--- config.mk ---
export PLATFORM = sky130hd
export DESIGN_NAME = unified_mem_arbiter
export DESIGN_NICKNAME = d
export VERILOG_FILES = /design/src/rtl/unified_mem_arbiter_pkg.sv /design/src/rtl/unified_mem_arbiter_arb2_rr.sv /design/src/rtl/unified_mem_arbiter.sv
export SDC_FILE = /design/constraint.sdc
export NUM_CORES = 1
export LEC_CHECK = 0
export BUFFER_PORTS_ARGS = -buffer_cell sky130_fd_sc_hd__buf_2
export CAP_MARGIN = 20
export CORE_MARGIN = 2
export CORE_UTILIZATION = 41
export CTS_BUF_LIST = sky130_fd_sc_hd__clkbuf_16
export DETAILED_ROUTE_END_ITERATION = 8
export PLACE_DENSITY = 0.72
export REMOVE_ABC_BUFFERS = 1
export SLEW_MARGIN = 20
export SYNTH_ARGS = -nofsm -noshare
export SYNTH_HDL_FRONTEND = slang
export SYNTH_HIERARCHICAL = 1
export SYNTH_SLANG_ARGS = --single-unit
--- constraint.sdc ---
create_clock -name clk -period 4.3 [get_ports clk]
set_input_delay 0.215 -clock clk [delete_from_list [all_inputs] [get_ports clk]]
set_output_delay 0.215 -clock clk [all_outputs]
set_load 0.02 [all_outputs]
--- src/rtl/unified_mem_arbiter_pkg.sv ---
// Shared types for the unified fetch/data memory arbiter: FSM states,
// requester IDs and the word/byte geometry of the shared memory.
package unified_mem_arbiter_pkg;

  typedef enum logic [1:0] {
    ST_IDLE = 2'd0,
    ST_XFER = 2'd1,
    ST_DONE = 2'd2
  } state_e;

  typedef enum logic {
    PORT_FETCH = 1'b0,
    PORT_DATA  = 1'b1
  } port_e;

  localparam int BYTES_PER_WORD = 4;
  localparam int CNT_W          = $clog2(BYTES_PER_WORD);

  // Replace byte lane 'lane' of a little-endian word.
  function automatic logic [31:0] put_byte(input logic [31:0]      word,
                                           input logic [CNT_W-1:0] lane,
                                           input logic [7:0]       b);
    logic [31:0] r;
    r = word;
    r[{lane, 3'b000} +: 8] = b;
    return r;
  endfunction

  function automatic logic [7:0] get_byte(input logic [31:0]      word,
                                          input logic [CNT_W-1:0] lane);
    return word[{lane, 3'b000} +: 8];
  endfunction

endpackage

--- src/rtl/unified_mem_arbiter_arb2_rr.sv ---
// Two-requester arbiter: round-robin when FAIR != 0, otherwise the data
// port always wins. Remembers the last grant taken while the FSM is idle.
module arb2_rr
  import unified_mem_arbiter_pkg::*;
#(
  parameter int FAIR = 1
) (
  input  logic  clk,
  input  logic  rst,
  input  logic  req_f,
  input  logic  req_d,
  input  logic  take,
  output logic  gnt_vld,
  output port_e gnt
);

  port_e last_q, last_d;

  always_comb begin
    gnt_vld = req_f | req_d;
    gnt     = PORT_FETCH;
    if (req_f && req_d) begin
      if (FAIR != 0) begin
        gnt = (last_q == PORT_FETCH) ? PORT_DATA : PORT_FETCH;
      end else begin
        gnt = PORT_DATA;
      end
    end else if (req_d) begin
      gnt = PORT_DATA;
    end
  end

  always_comb begin
    last_d = last_q;
    if (take && gnt_vld) begin
      last_d = gnt;
    end
  end

  // Resetting to fetch makes the data port win the first contended grant.
  always_ff @(posedge clk or negedge rst) begin
    if (!rst) begin
      last_q <= PORT_FETCH;
    end else begin
      last_q <= last_d;
    end
  end

endmodule

--- src/rtl/unified_mem_arbiter.sv ---
// Shares one byte-wide asynchronous-read memory between a fetch read port
// and a data read/write port, moving one 32-bit word as four byte beats.
module unified_mem_arbiter
  import unified_mem_arbiter_pkg::*;
#(
  parameter int ADDR_W = 32,
  parameter int FAIR   = 1
) (
  input  logic              clk,
  input  logic              rst,
  input  logic              f_req,
  input  logic [ADDR_W-1:0] f_addr,
  output logic              f_ack,
  output logic [31:0]       f_rdata,
  input  logic              d_req,
  input  logic              d_we,
  input  logic [3:0]        d_be,
  input  logic [ADDR_W-1:0] d_addr,
  input  logic [31:0]       d_wdata,
  output logic              d_ack,
  output logic [31:0]       d_rdata,
  output logic [ADDR_W-1:0] mem_addr,
  output logic [7:0]        mem_wdata,
  output logic              mem_we,
  input  logic [7:0]        mem_rdata,
  output logic              busy
);

  localparam logic [ADDR_W-1:0] ALIGN_MASK = ~ADDR_W'(BYTES_PER_WORD - 1);
  localparam logic [CNT_W-1:0]  LAST_CNT   = CNT_W'(BYTES_PER_WORD - 1);

  state_e            state_q, state_d;
  logic [CNT_W-1:0]  cnt_q, cnt_d;
  port_e             gnt_q, gnt_d;
  logic [31:0]       f_rdata_q, f_rdata_d;
  logic [31:0]       d_rdata_q, d_rdata_d;

  logic [ADDR_W-1:0] addr_q, addr_d;
  logic              we_q, we_d;
  logic [3:0]        be_q, be_d;
  logic [31:0]       wdata_q, wdata_d;

  logic              gnt_vld;
  port_e             gnt;
  logic              in_xfer;

  arb2_rr #(
    .FAIR(FAIR)
  ) u_arb (
    .clk    (clk),
    .rst    (rst),
    .req_f  (f_req),
    .req_d  (d_req),
    .take   (state_q == ST_IDLE),
    .gnt_vld(gnt_vld),
    .gnt    (gnt)
  );

  always_comb begin
    state_d   = state_q;
    cnt_d     = cnt_q;
    gnt_d     = gnt_q;
    f_rdata_d = f_rdata_q;
    d_rdata_d = d_rdata_q;
    addr_d    = addr_q;
    we_d      = we_q;
    be_d      = be_q;
    wdata_d   = wdata_q;
    unique case (state_q)
      ST_IDLE: begin
        if (gnt_vld) begin
          gnt_d   = gnt;
          cnt_d   = '0;
          state_d = ST_XFER;
          if (gnt == PORT_DATA) begin
            addr_d  = d_addr & ALIGN_MASK;
            we_d    = d_we;
            be_d    = d_be;
            wdata_d = d_wdata;
          end else begin
            // Fetch is read-only: clear the write qualifiers outright.
            addr_d  = f_addr & ALIGN_MASK;
            we_d    = 1'b0;
            be_d    = '0;
            wdata_d = '0;
          end
        end
      end
      ST_XFER: begin
        if (!we_q) begin
          if (gnt_q == PORT_DATA) begin
            d_rdata_d = put_byte(d_rdata_q, cnt_q, mem_rdata);
          end else begin
            f_rdata_d = put_byte(f_rdata_q, cnt_q, mem_rdata);
          end
        end
        cnt_d = cnt_q + 1'b1;
        if (cnt_q == LAST_CNT) begin
          state_d = ST_DONE;
        end
      end
      ST_DONE: begin
        state_d = ST_IDLE;
      end
      default: begin
        state_d = ST_IDLE;
      end
    endcase
  end

  always_ff @(posedge clk or negedge rst) begin
    if (!rst) begin
      state_q   <= ST_IDLE;
      cnt_q     <= '0;
      gnt_q     <= PORT_FETCH;
      f_rdata_q <= '0;
      d_rdata_q <= '0;
    end else begin
      state_q   <= state_d;
      cnt_q     <= cnt_d;
      gnt_q     <= gnt_d;
      f_rdata_q <= f_rdata_d;
      d_rdata_q <= d_rdata_d;
    end
  end

  // Latched request fields are only observed in XFER, so they need no reset.
  always_ff @(posedge clk) begin
    addr_q  <= addr_d;
    we_q    <= we_d;
    be_q    <= be_d;
    wdata_q <= wdata_d;
  end

  always_comb begin
    in_xfer   = (state_q == ST_XFER);
    mem_addr  = in_xfer ? (addr_q + ADDR_W'(cnt_q)) : '0;
    mem_wdata = in_xfer ? get_byte(wdata_q, cnt_q) : '0;
    mem_we    = in_xfer & we_q & be_q[cnt_q];
    f_ack     = (state_q == ST_DONE) && (gnt_q == PORT_FETCH);
    d_ack     = (state_q == ST_DONE) && (gnt_q == PORT_DATA);
    busy      = (state_q != ST_IDLE);
    f_rdata   = f_rdata_q;
    d_rdata   = d_rdata_q;
  end

endmodule

---- Word-level counts from Yosys, hierarchy flattened ----
Cells that the tools add are included.
operators by class
  $add $sub $neg .......................... 3
  $lt $le $gt $ge ......................... 1
  equal/unequal tests ..................... 5
  shifts and indexed selects .............. 3
  mux-type cells .......................... 15
  bitwise logic cells ..................... 5
  reductions and logical operators ........ 12
operators with widths
  kind                      number
  $bwmux W32                2
  $mux W32                  2
  $add A32 B2 Y32           1
  $shift A8 B7 Y32 const A  1
  $shiftx A32 B6 Y8         1
  $shiftx A8 B7 Y32         1
  $mux W8                   1
  $pmux W2 S2               2
  $neg A5 Y7                1
  $mux W2                   3
  $reduce_and A2 Y1         3
  $reduce_and A3 Y1         2
  $eq A2 B2 Y1 const B      2
  $logic_and A1 B1 Y1       4
  $mux W1                   4
  $reduce_bool A2 Y1        2
  $lt A2 B3 Y1 const B      1
  $add A2 B1 Y2 const B     1
  $and A1 B1 Y1             2
  $bmux W1 S2               1
  $eq A2 B1 Y1 const B      1
  $logic_not A2 Y1          1
  $ne A2 B1 Y1 const B      1
  $ne A2 B2 Y1 const B      1
  other kinds (2)           3
word-level totals
  bits in registers ....................... 139
  input port bits ......................... 113
  output and inout bits ................... 108
  logic and storage cells ................. 54

---- Logic depth before layout (Yosys ltp) ----
Gate-level depths: netlist (run 1).
  depth in word-level cells ............... 3
  mapped depth ............................ 7
  depth with buffers taken out ............ 5

---- Cells and area by module ----
The synthesis (run 1) kept the hierarchy.
by module, submodules not included
  module               times used  cells an instance  area an instance (sq um)  seq. area each (sq um)
  unified_mem_arbiter  1           407                6139.6                    3738.6
  arb2_rr              1           5                  50.0                      25.0

---- Least setup slack after synthesis (run 1) ----
Ideal clock, no wire load.
  kind .................................... register to register
  start point ............................. register state_q[1]
  end point ............................... register gnt_q
  setup time .............................. 128 ps
  arrival ................................. 2769 ps
  required time ........................... 4172 ps
  setup slack ............................. 1403 ps
  cell stages (with the launch flop) ...... 5
  path buffers ............................ 1
  clock period less this slack ............ 2897 ps
  cells stage by stage .................... dfrtp_1 > clkbuf_2 > nor2_1 > and2_1 > mux2_2
on the way
  longest elaborated chain between the ends .. 2
RTL lines
  item                         RTL line                    text
  start, declared              unified_mem_arbiter.sv:32   state_e state_q, state_d;
  start signal, assigned       unified_mem_arbiter.sv:119  state_q <= state_d;
  $logic_not A2 Y1             unified_mem_arbiter.sv:69   unique case (state_q)
  $reduce_and A2 Y1 (no line)  -
  end signal, assigned         unified_mem_arbiter.sv:121  gnt_q <= gnt_d;
  end, declared                unified_mem_arbiter.sv:34   port_e gnt_q, gnt_d;
No other way between the ends.
A chain may end at the register's enable or synchronous reset.

---- Final worst setup path (run 1) ----
  start point ............................. register cnt_q[0]
  end point ............................... register d_rdata_q[27], in the netlist d_rdata[27]
on the way
  longest elaborated chain between the ends .. 3
  elaborated cells between the ends (all ways) .. 4
  those cells by class .................... add/sub (1); shift (2); mux (1)
RTL lines
  item                                                   RTL line                       text
  start, declared                                        unified_mem_arbiter.sv:33      logic [CNT_W-1:0] cnt_q, cnt_d;
  start signal, assigned                                 unified_mem_arbiter.sv:120     cnt_q <= cnt_d;
  $neg A5 Y7 *                                           unified_mem_arbiter_pkg.sv:25  r[{lane, 3'b000} +: 8] = b;
  $shiftx A8 B7 Y32 or $shift A8 B7 Y32 (tied branches)  unified_mem_arbiter_pkg.sv:25
  $bwmux W32 *                                           unified_mem_arbiter_pkg.sv:25
  end signal, assigned                                   unified_mem_arbiter.sv:123     d_rdata_q <= d_rdata_d;
  end, declared                                          unified_mem_arbiter.sv:36      logic [31:0] d_rdata_q, d_rdata_d;
Mark *: on every way between the ends. The rest lies on a longest branch, timed or not.

==> results of run 1 <==
cell usage in the layout (no fill, tap or decap), types with 5 or more instances in the layout:
master and instances:
mux2_2 92, and2_1 107, bufinv_16 7, ha_1 5
buf_2 216, clkbuf_16 17, mux4_2 9, inv_1 6
nor2_1 6, dfrtp_1 70, edfxtp_1 67
what timing repair did:
item                      4_1_cts  5_1_grt
hold buffers                    1        0
setup buffers                   0        0
hold endpoints to repair       15        0
flip-flops by register name, indices dropped and copies added (netlist names):
| name | flops |
|---|---|
| cnt_q | 2 |
| wdata_q | 32 |
| addr_q | 30 |
| f_rdata | 32 |
| state_q | 2 |
| gnt_q | 1 |
| d_rdata | 32 |
| be_q | 4 |
| we_q | 1 |
| u_arb/last_q | 1 |
worst paths after layout:
kind                                   from            to  slack, ns  cells past startpoint
worst max-delay path               cnt_q[0]   d_rdata[27]       1.45                      5
worst min-delay path                  f_req  u_arb/last_q       0.03                      2
worst max register to register     cnt_q[0]   d_rdata[27]       1.45                      5
worst min register to register  d_rdata[17]   d_rdata[17]       0.49                      1
max in group asynchronous               rst   d_rdata[10]       3.00                      3
min in group asynchronous               rst   d_rdata[16]       0.25                      2
synth_stat cells, types with 2 or more instances:
cell	n	area [um2]
nor2_1	6	22.5
and4bb_2	2	25.0
and2_1	108	676
buf_4	2	15.0
ha_1	5	62.6
nor4b_2	2	30.0
buf_6	2	22.5
mux4_2	9	203
mux2_1	2	22.5
clkbuf_1	9	33.8
and4b_1	3	30.0
buf_2	4	20.0
edfxtp_1	67	2010
nand3_2	3	30.0
buf_1	3	11.3
mux2_2	92	1040
inv_1	4	15.0
dfrtp_1	70	1750
per-stage QoR:
step / power [mW] / utilization / hold WS (ns)
after floorplan: 3.54 / - / -0.0806
after global placement: 4.28 / 0.508 / 0.131
after detailed placement: 4.35 / 0.508 / 0.145
after CTS: 6.05 / 0.555 / 0.00702
after global routing: 6.29 / 0.555 / 0.0279
final: 5.97 / 0.555 / 0.0251
metal layers:
layer,GRT usage,wire [um],up-vias
met5,0,0,-
met4,0.0763,382,0
met3,0.0679,1100,24
met2,0.307,6980,179
met1,0.211,5880,1982
li1,-,-,1904
where the power goes:
| part | switching (mW) | total (mW) | internal (mW) | leakage [nW] |
|---|---|---|---|---|
| Combinational | 1.28 | 2.19 | 0.907 | 2.00 |
| Clock | 0.544 | 1.68 | 1.14 | 0.335 |
| Sequential | 0.262 | 2.10 | 1.84 | 1.59 |
area by class of cell:
type / count / area [um2]
clock buffer: 17 / 425
clock inverter: 15 / 256
fill: 1252 / 6520
inverter: 4 / 15.0
multi-input combinational: 250 / 2320
sequential: 137 / 3760
tap: 184 / 230
timing repair buffer: 221 / 1120
cell families (layout without fill, tap and decap cells):
logic type	after synthesis	count (layout)	synth area share
AO/OA/AOI/OAI	6	6	0.00647
buffers and inverters	25	257	0.0198
adder cells (fa/ha/maj)	5	5	0.0101
flip-flops	137	137	0.608
multiplexers	105	105	0.208
AND/OR/NAND/NOR	134	134	0.148
==> results.py, run 1 <==
metrics = {
    "run_status": {
        "outcome": "completed",
    },
    "sta": {
        "hold_violations": 0,
        "setup_tns_ns": 0,
        "finalCritPeriodShare": 0.663,
        "fin_ws_ns": 1.45,
        "finalMaxSlewViolations": 0,
        "fin_crit_ns": 2.85,
        "grt_setup_unrepaired": "no",
        "max_freq_ghz": 0.351,
        "tightestPinTransition_ns": 1.03,
        "finClkSkew_ns": 0.00538,
        "relSlewSlack": 0.314,
        "setup_viol": 0,
    },
    "clock_network": {
        "clk_path_buf_depth": 2,
        "clk_pin_slew_ns": 0.06,
        "cts_resized": 0,
        "root_buffer": "clkbuf_16",
        "clock_sinks": 137,
        "cts_max_level": 4,
        "cts_buffers": 17,
        "clk_latency_ns": 0.41,
        "cts_tree": "built",
    },
    "floorplan": {
        "core-area_um2": 14600,
        "die-area_um2": 16100,
        "start_util": 0.423,
        "ioPinCount": 221,
        "die_w_um": 127,
        "row_count": 44,
        "fp.dieH_um": 127,
    },
    "yosys": {
        "yosysSeqAreaShare": 0.608,
        "synth_cells": 412,
        "ys_seq_elements": 137,
        "avgSynthCellArea_um2": 15.0,
        "ys.flop_type": "dfrtp_1",
        "netlist_area_um2": 6190,
        "synthArstFlopShare": 0.511,
        "synth_edf_count": 67,
        "synthDistinctLibCells": 37,
        "yosys_warnings": 6,
    },
    "grt": {
        "grt_pass1_vias": 4324,
        "track_usage": 0.183,
        "grt_max_degree": 56,
        "grt_first_pass_wirelength_um": 22200,
        "antenna_found_initial": 0,
        "overflow": 0,
    },
    "place": {
        "placed_cell_area_um2": 7440,
        "dp_slack_ns": 1.40,
        "dp_cells": 795,
        "port_buffers": 216,
        "routabilityCongestion": 0.710,
        "dpl.hpwl_um": 10200,
    },
    "setup_path": {
        "slowest_stage": "dfrtp_1",
        "max_stage_delay_ns": 0.97,
        "crit_fanout": 18,
        "startpoint_type": "register",
        "crit_type": "reg -> reg",
        "critPathTopFamily": "simple AND/OR/NAND/NOR gates",
        "endpoint_kind": "register",
        "critPathArrivalTime_ns": 3.21,
        "cp_cell_sequence": "inv_1, ha_1, nor4b_2, and2_1, mux2_2",
        "crit_buf_inv": 1,
        "cp.required_ns": 4.66,
    },
    "layout": {
        "final_cell_count_no_fill": 828,
        "drive_gt1_frac": 0.568,
        "final_cell_area_um2": 8130,
        "antennaDiodeCount": 0,
        "nNetsFinal": 749,
        "area_delta_synth_final_pct": 31.3,
    },
    "route": {
        "wl_per_cell_um": 17.3,
        "ant_nets": 0,
        "viasPerCell": 4.94,
        "drtPass1Iterations": 4,
        "drt-total-wl_um": 14300,
        "vias": 4089,
        "drtIter0Drc": 154,
        "drc_errors": 0,
    },
    "power": {
        "ir_drop_mv": 0.335,
        "powerDensity_nw_per_um2": 735,
        "leakage_nw": 3.92,
    },
    "flow_run": {
        "cap_violations": 0,
    },
    "worst_hold_path": {
        "hold_path_class": "in -> reg",
    },
}
No activity file was read; power rests on OpenSTA's default activity.
==> run 2, diff against run 1 <==
Settings changed: ABC_AREA set to 1, PLACE_DENSITY 0.72 to 0.74.
Clock period 4.3 ns to 2.6 ns, I/O delays scaled along.
==> run 2 against run 1 <==
Against the previous run:
- clock-buffer cell count grew 2
- cell count rose by 59%
- critical path depth grew 1
- clock skew is 0.0049 ns higher
- cell area up 14%
- synthesized area rose by 4.1%
- core utilization grew 5.5 points
- critical endpoint is now addr_q[3]
- highest routed layer unchanged
- first-iteration DRC count rose to 2.9 times the previous value
- worst hold slack got worse by 0.0017 ns
==> results.py, run 2 <==
metrics = {
    "run_status": {
        "outcome": "completed",
    },
    "layout": {
        "antennaDiodeCount": 0,
        "nNetsFinal": 1212,
        "fillers": 1246,
        "drive_gt1_frac": 0.241,
        "multi_input_area_um2": 2200,
        "final_common_cell": "nand2_1",
        "ff_latch_area_um2": 3760,
        "final_cell_count_no_fill": 1318,
        "area_delta_synth_final_pct": 44.4,
        "most-common-layout-cells": "nand2_1 (353), buf_2 (216), dlygate4sd3_1 (98), inv_1 (81), nand3_1 (77)",
        "final_util": 0.610,
    },
    "sta": {
        "setup_tns_ns": 0,
        "fin_crit_ns": 2.22,
        "setup_viol": 0,
        "finalMaxSlewViolations": 0,
        "finalCritPeriodShare": 0.852,
        "tightestPinTransition_ns": 0.890,
        "finClkSkew_ns": 0.0103,
        "relSlewSlack": 0.407,
        "grt_setup_unrepaired": "no",
        "hold_violations": 0,
        "max_freq_ghz": 0.451,
    },
    "yosys": {
        "synthArstFlopShare": 0.511,
        "yosys_warnings": 6,
        "synth_top_area_cell": "edfxtp_1",
        "yosysSeqAreaShare": 0.584,
        "ys_seq_elements": 137,
        "avgSynthCellArea_um2": 8.22,
        "synth_cells": 784,
        "synth_top_area_frac": 0.312,
        "ys_top_cells_by_count": "nand2_1 (353), inv_1 (80), nand3_1 (77)",
        "synth.most_common_cell": "nand2_1",
        "synth_edf_count": 67,
        "ys.flop_type": "dfrtp_1",
        "synth.area.top_cells": "edfxtp_1 (31%), dfrtp_1 (27%), nand2_1 (21%), nand3_1 (6.0%), inv_1 (4.7%)",
        "synthDistinctLibCells": 24,
        "netlist_area_um2": 6440,
    },
    "floorplan": {
        "core-area_um2": 15300,
        "start_util": 0.422,
        "fp.dieH_um": 129,
        "die_w_um": 129,
        "die-area_um2": 16700,
        "row_count": 45,
        "ioPinCount": 221,
    },
    "grt": {
        "grt_first_pass_wirelength_um": 30200,
        "grt_max_degree": 68,
        "track_usage": 0.234,
        "grt_pass1_vias": 6146,
        "overflow": 0,
        "antenna_found_initial": 0,
    },
    "setup_path": {
        "endpoint_kind": "register",
        "cp.required_ns": 2.89,
        "startpoint_type": "register",
        "r2r-end": "addr_q[3]",
        "crit_fanout": 67,
        "reg2reg_from": "u_arb/last_q",
        "reg2regPathDepth": 6,
        "critPathArrivalTime_ns": 2.50,
        "rrSetupSlack_ns": 0.38,
        "crit_type": "reg -> reg",
    },
    "worst_hold_path": {
        "min-delay-start": "d_addr[29]",
        "holdPathStages": 3,
        "hold_path_class": "in -> reg",
        "hold_path_end": "addr_q[29]",
    },
    "power": {
        "netSwitchingFraction": 0.433,
        "powerDensity_nw_per_um2": 1170,
        "power_mw": 10.9,
        "switchingPower_mw": 4.71,
        "leakage_nw": 5.13,
        "combPwrFrac": 0.451,
        "p_int_mw": 6.17,
        "ir_drop_mv": 0.568,
        "p_seq_frac": 0.333,
        "p_clk_frac": 0.216,
    },
    "clock_network": {
        "cts_setup_buffers": 0,
        "cts_tree": "built",
        "cts_resized": 0,
        "cts_buffers": 17,
        "clk_pin_slew_ns": 0.06,
        "cts_max_level": 4,
        "clock_sinks": 137,
        "root_buffer": "clkbuf_16",
        "clk_latency_ns": 0.42,
        "clk_path_buf_depth": 2,
    },
    "route": {
        "drtIter0Drc": 448,
        "ant_nets": 0,
        "drtPass1Iterations": 6,
        "drc_errors": 0,
        "wl_per_cell_um": 14.6,
        "vias": 6398,
        "viasPerCell": 4.85,
        "drt-total-wl_um": 19300,
    },
    "place": {
        "dpl.hpwl_um": 11100,
        "port_buffers": 216,
        "routabilityCongestion": 0.836,
        "dp_cells": 1188,
    },
    "flow_run": {
        "cap_violations": 0,
    },
}
run 2: cell count changes after synthesis, moves of 8 or more:
cell,change
and2_1,-107
nor2_1,+61
nand2_1,+352
a21oi_1,+8
nand3_1,+77
mux4_2,-9
inv_1,+76
mux2_2,-92
buf_2,+12
run 2: worst max-delay path: stages, from the launching register on:
cell and delay (ns):
dfrtp_1 0.39, nand2_1 0.10, and2_2 0.15, buf_4 0.55, nand2_1 0.19, nand2_1 0.14
dlygate4sd3_1 0.55
run 2: cells by family (layout without fill, tap and decap cells):
| kind of cell | after synthesis | count (layout) | synth area share |
|---|---|---|---|
| simple gates | 510 | 510 | 0.321 |
| flops | 137 | 137 | 0.584 |
| buf+inv | 118 | 441 | 0.0736 |
| compound gates | 14 | 14 | 0.0111 |
| fa+ha+maj | 5 | 5 | 0.00971 |
run 2: layout make-up:
class,count,share of cell area
Clock inverter,13,0.0106
Timing Repair Buffer,328,0.236
Sequential cell,137,0.405
Clock buffer,19,0.0511
Tap cell,211,0.0284
Multi-Input combinational cell,529,0.237
Inverter,81,0.0327
run 2: power by group through the flow:
stage,logic [mW],registers (mW),clock network [mW]
CTS,4.89,3.61,2.39
finish,4.91,3.62,2.35
global route,5.42,3.71,2.48
floorplan,2.33,4.23,0
global placement,4.61,3.62,0
detailed placement,4.67,3.64,0
run 2: worst max-delay path by stage:
| stage | slack [ns] | to | start | cells after the start |
|---|---|---|---|---|
| floorplan | -0.20 | addr_q[10] | u_arb/last_q | 5 |
| global placement | 0.71 | f_rdata[20] | cnt_q[0] | 5 |
| detailed placement | 0.66 | d_rdata[16] | cnt_q[0] | 8 |
| CTS | 0.40 | mem_wdata[3] | cnt_q[0] | 7 |
| finish | 0.38 | addr_q[3] | u_arb/last_q | 6 |
| global route | 0.29 | addr_q[12] | u_arb/last_q | 6 |
run 2: per-layer routing:
layer  wire [um]  GRT usage  vias up
met2        9670      0.405      342
li1            -          -     3059
met4         399     0.0953        0
met1        7740      0.283     2959
met3        1500     0.0541       38
met5           0          0        -
run 2: stage by stage:
step,hold WS [ns],instance area (um2),setup WS (ns)
2_1_floorplan,-0.166,6270,-0.200
3_3_place_gp,0.291,7750,0.707
3_5_place_dp,0.299,7750,0.663
4_1_cts,0.00793,9300,0.404
5_1_grt,0.0266,9300,0.287
6_report,0.0233,9300,0.385
run 2: what timing repair did:
| item | CTS | global route |
|---|---|---|
| hold buffers | 98 | 0 |
| hold endpoints to repair | 106 | 0 |
| endpoints found under the setup margin | 0 | 0 |
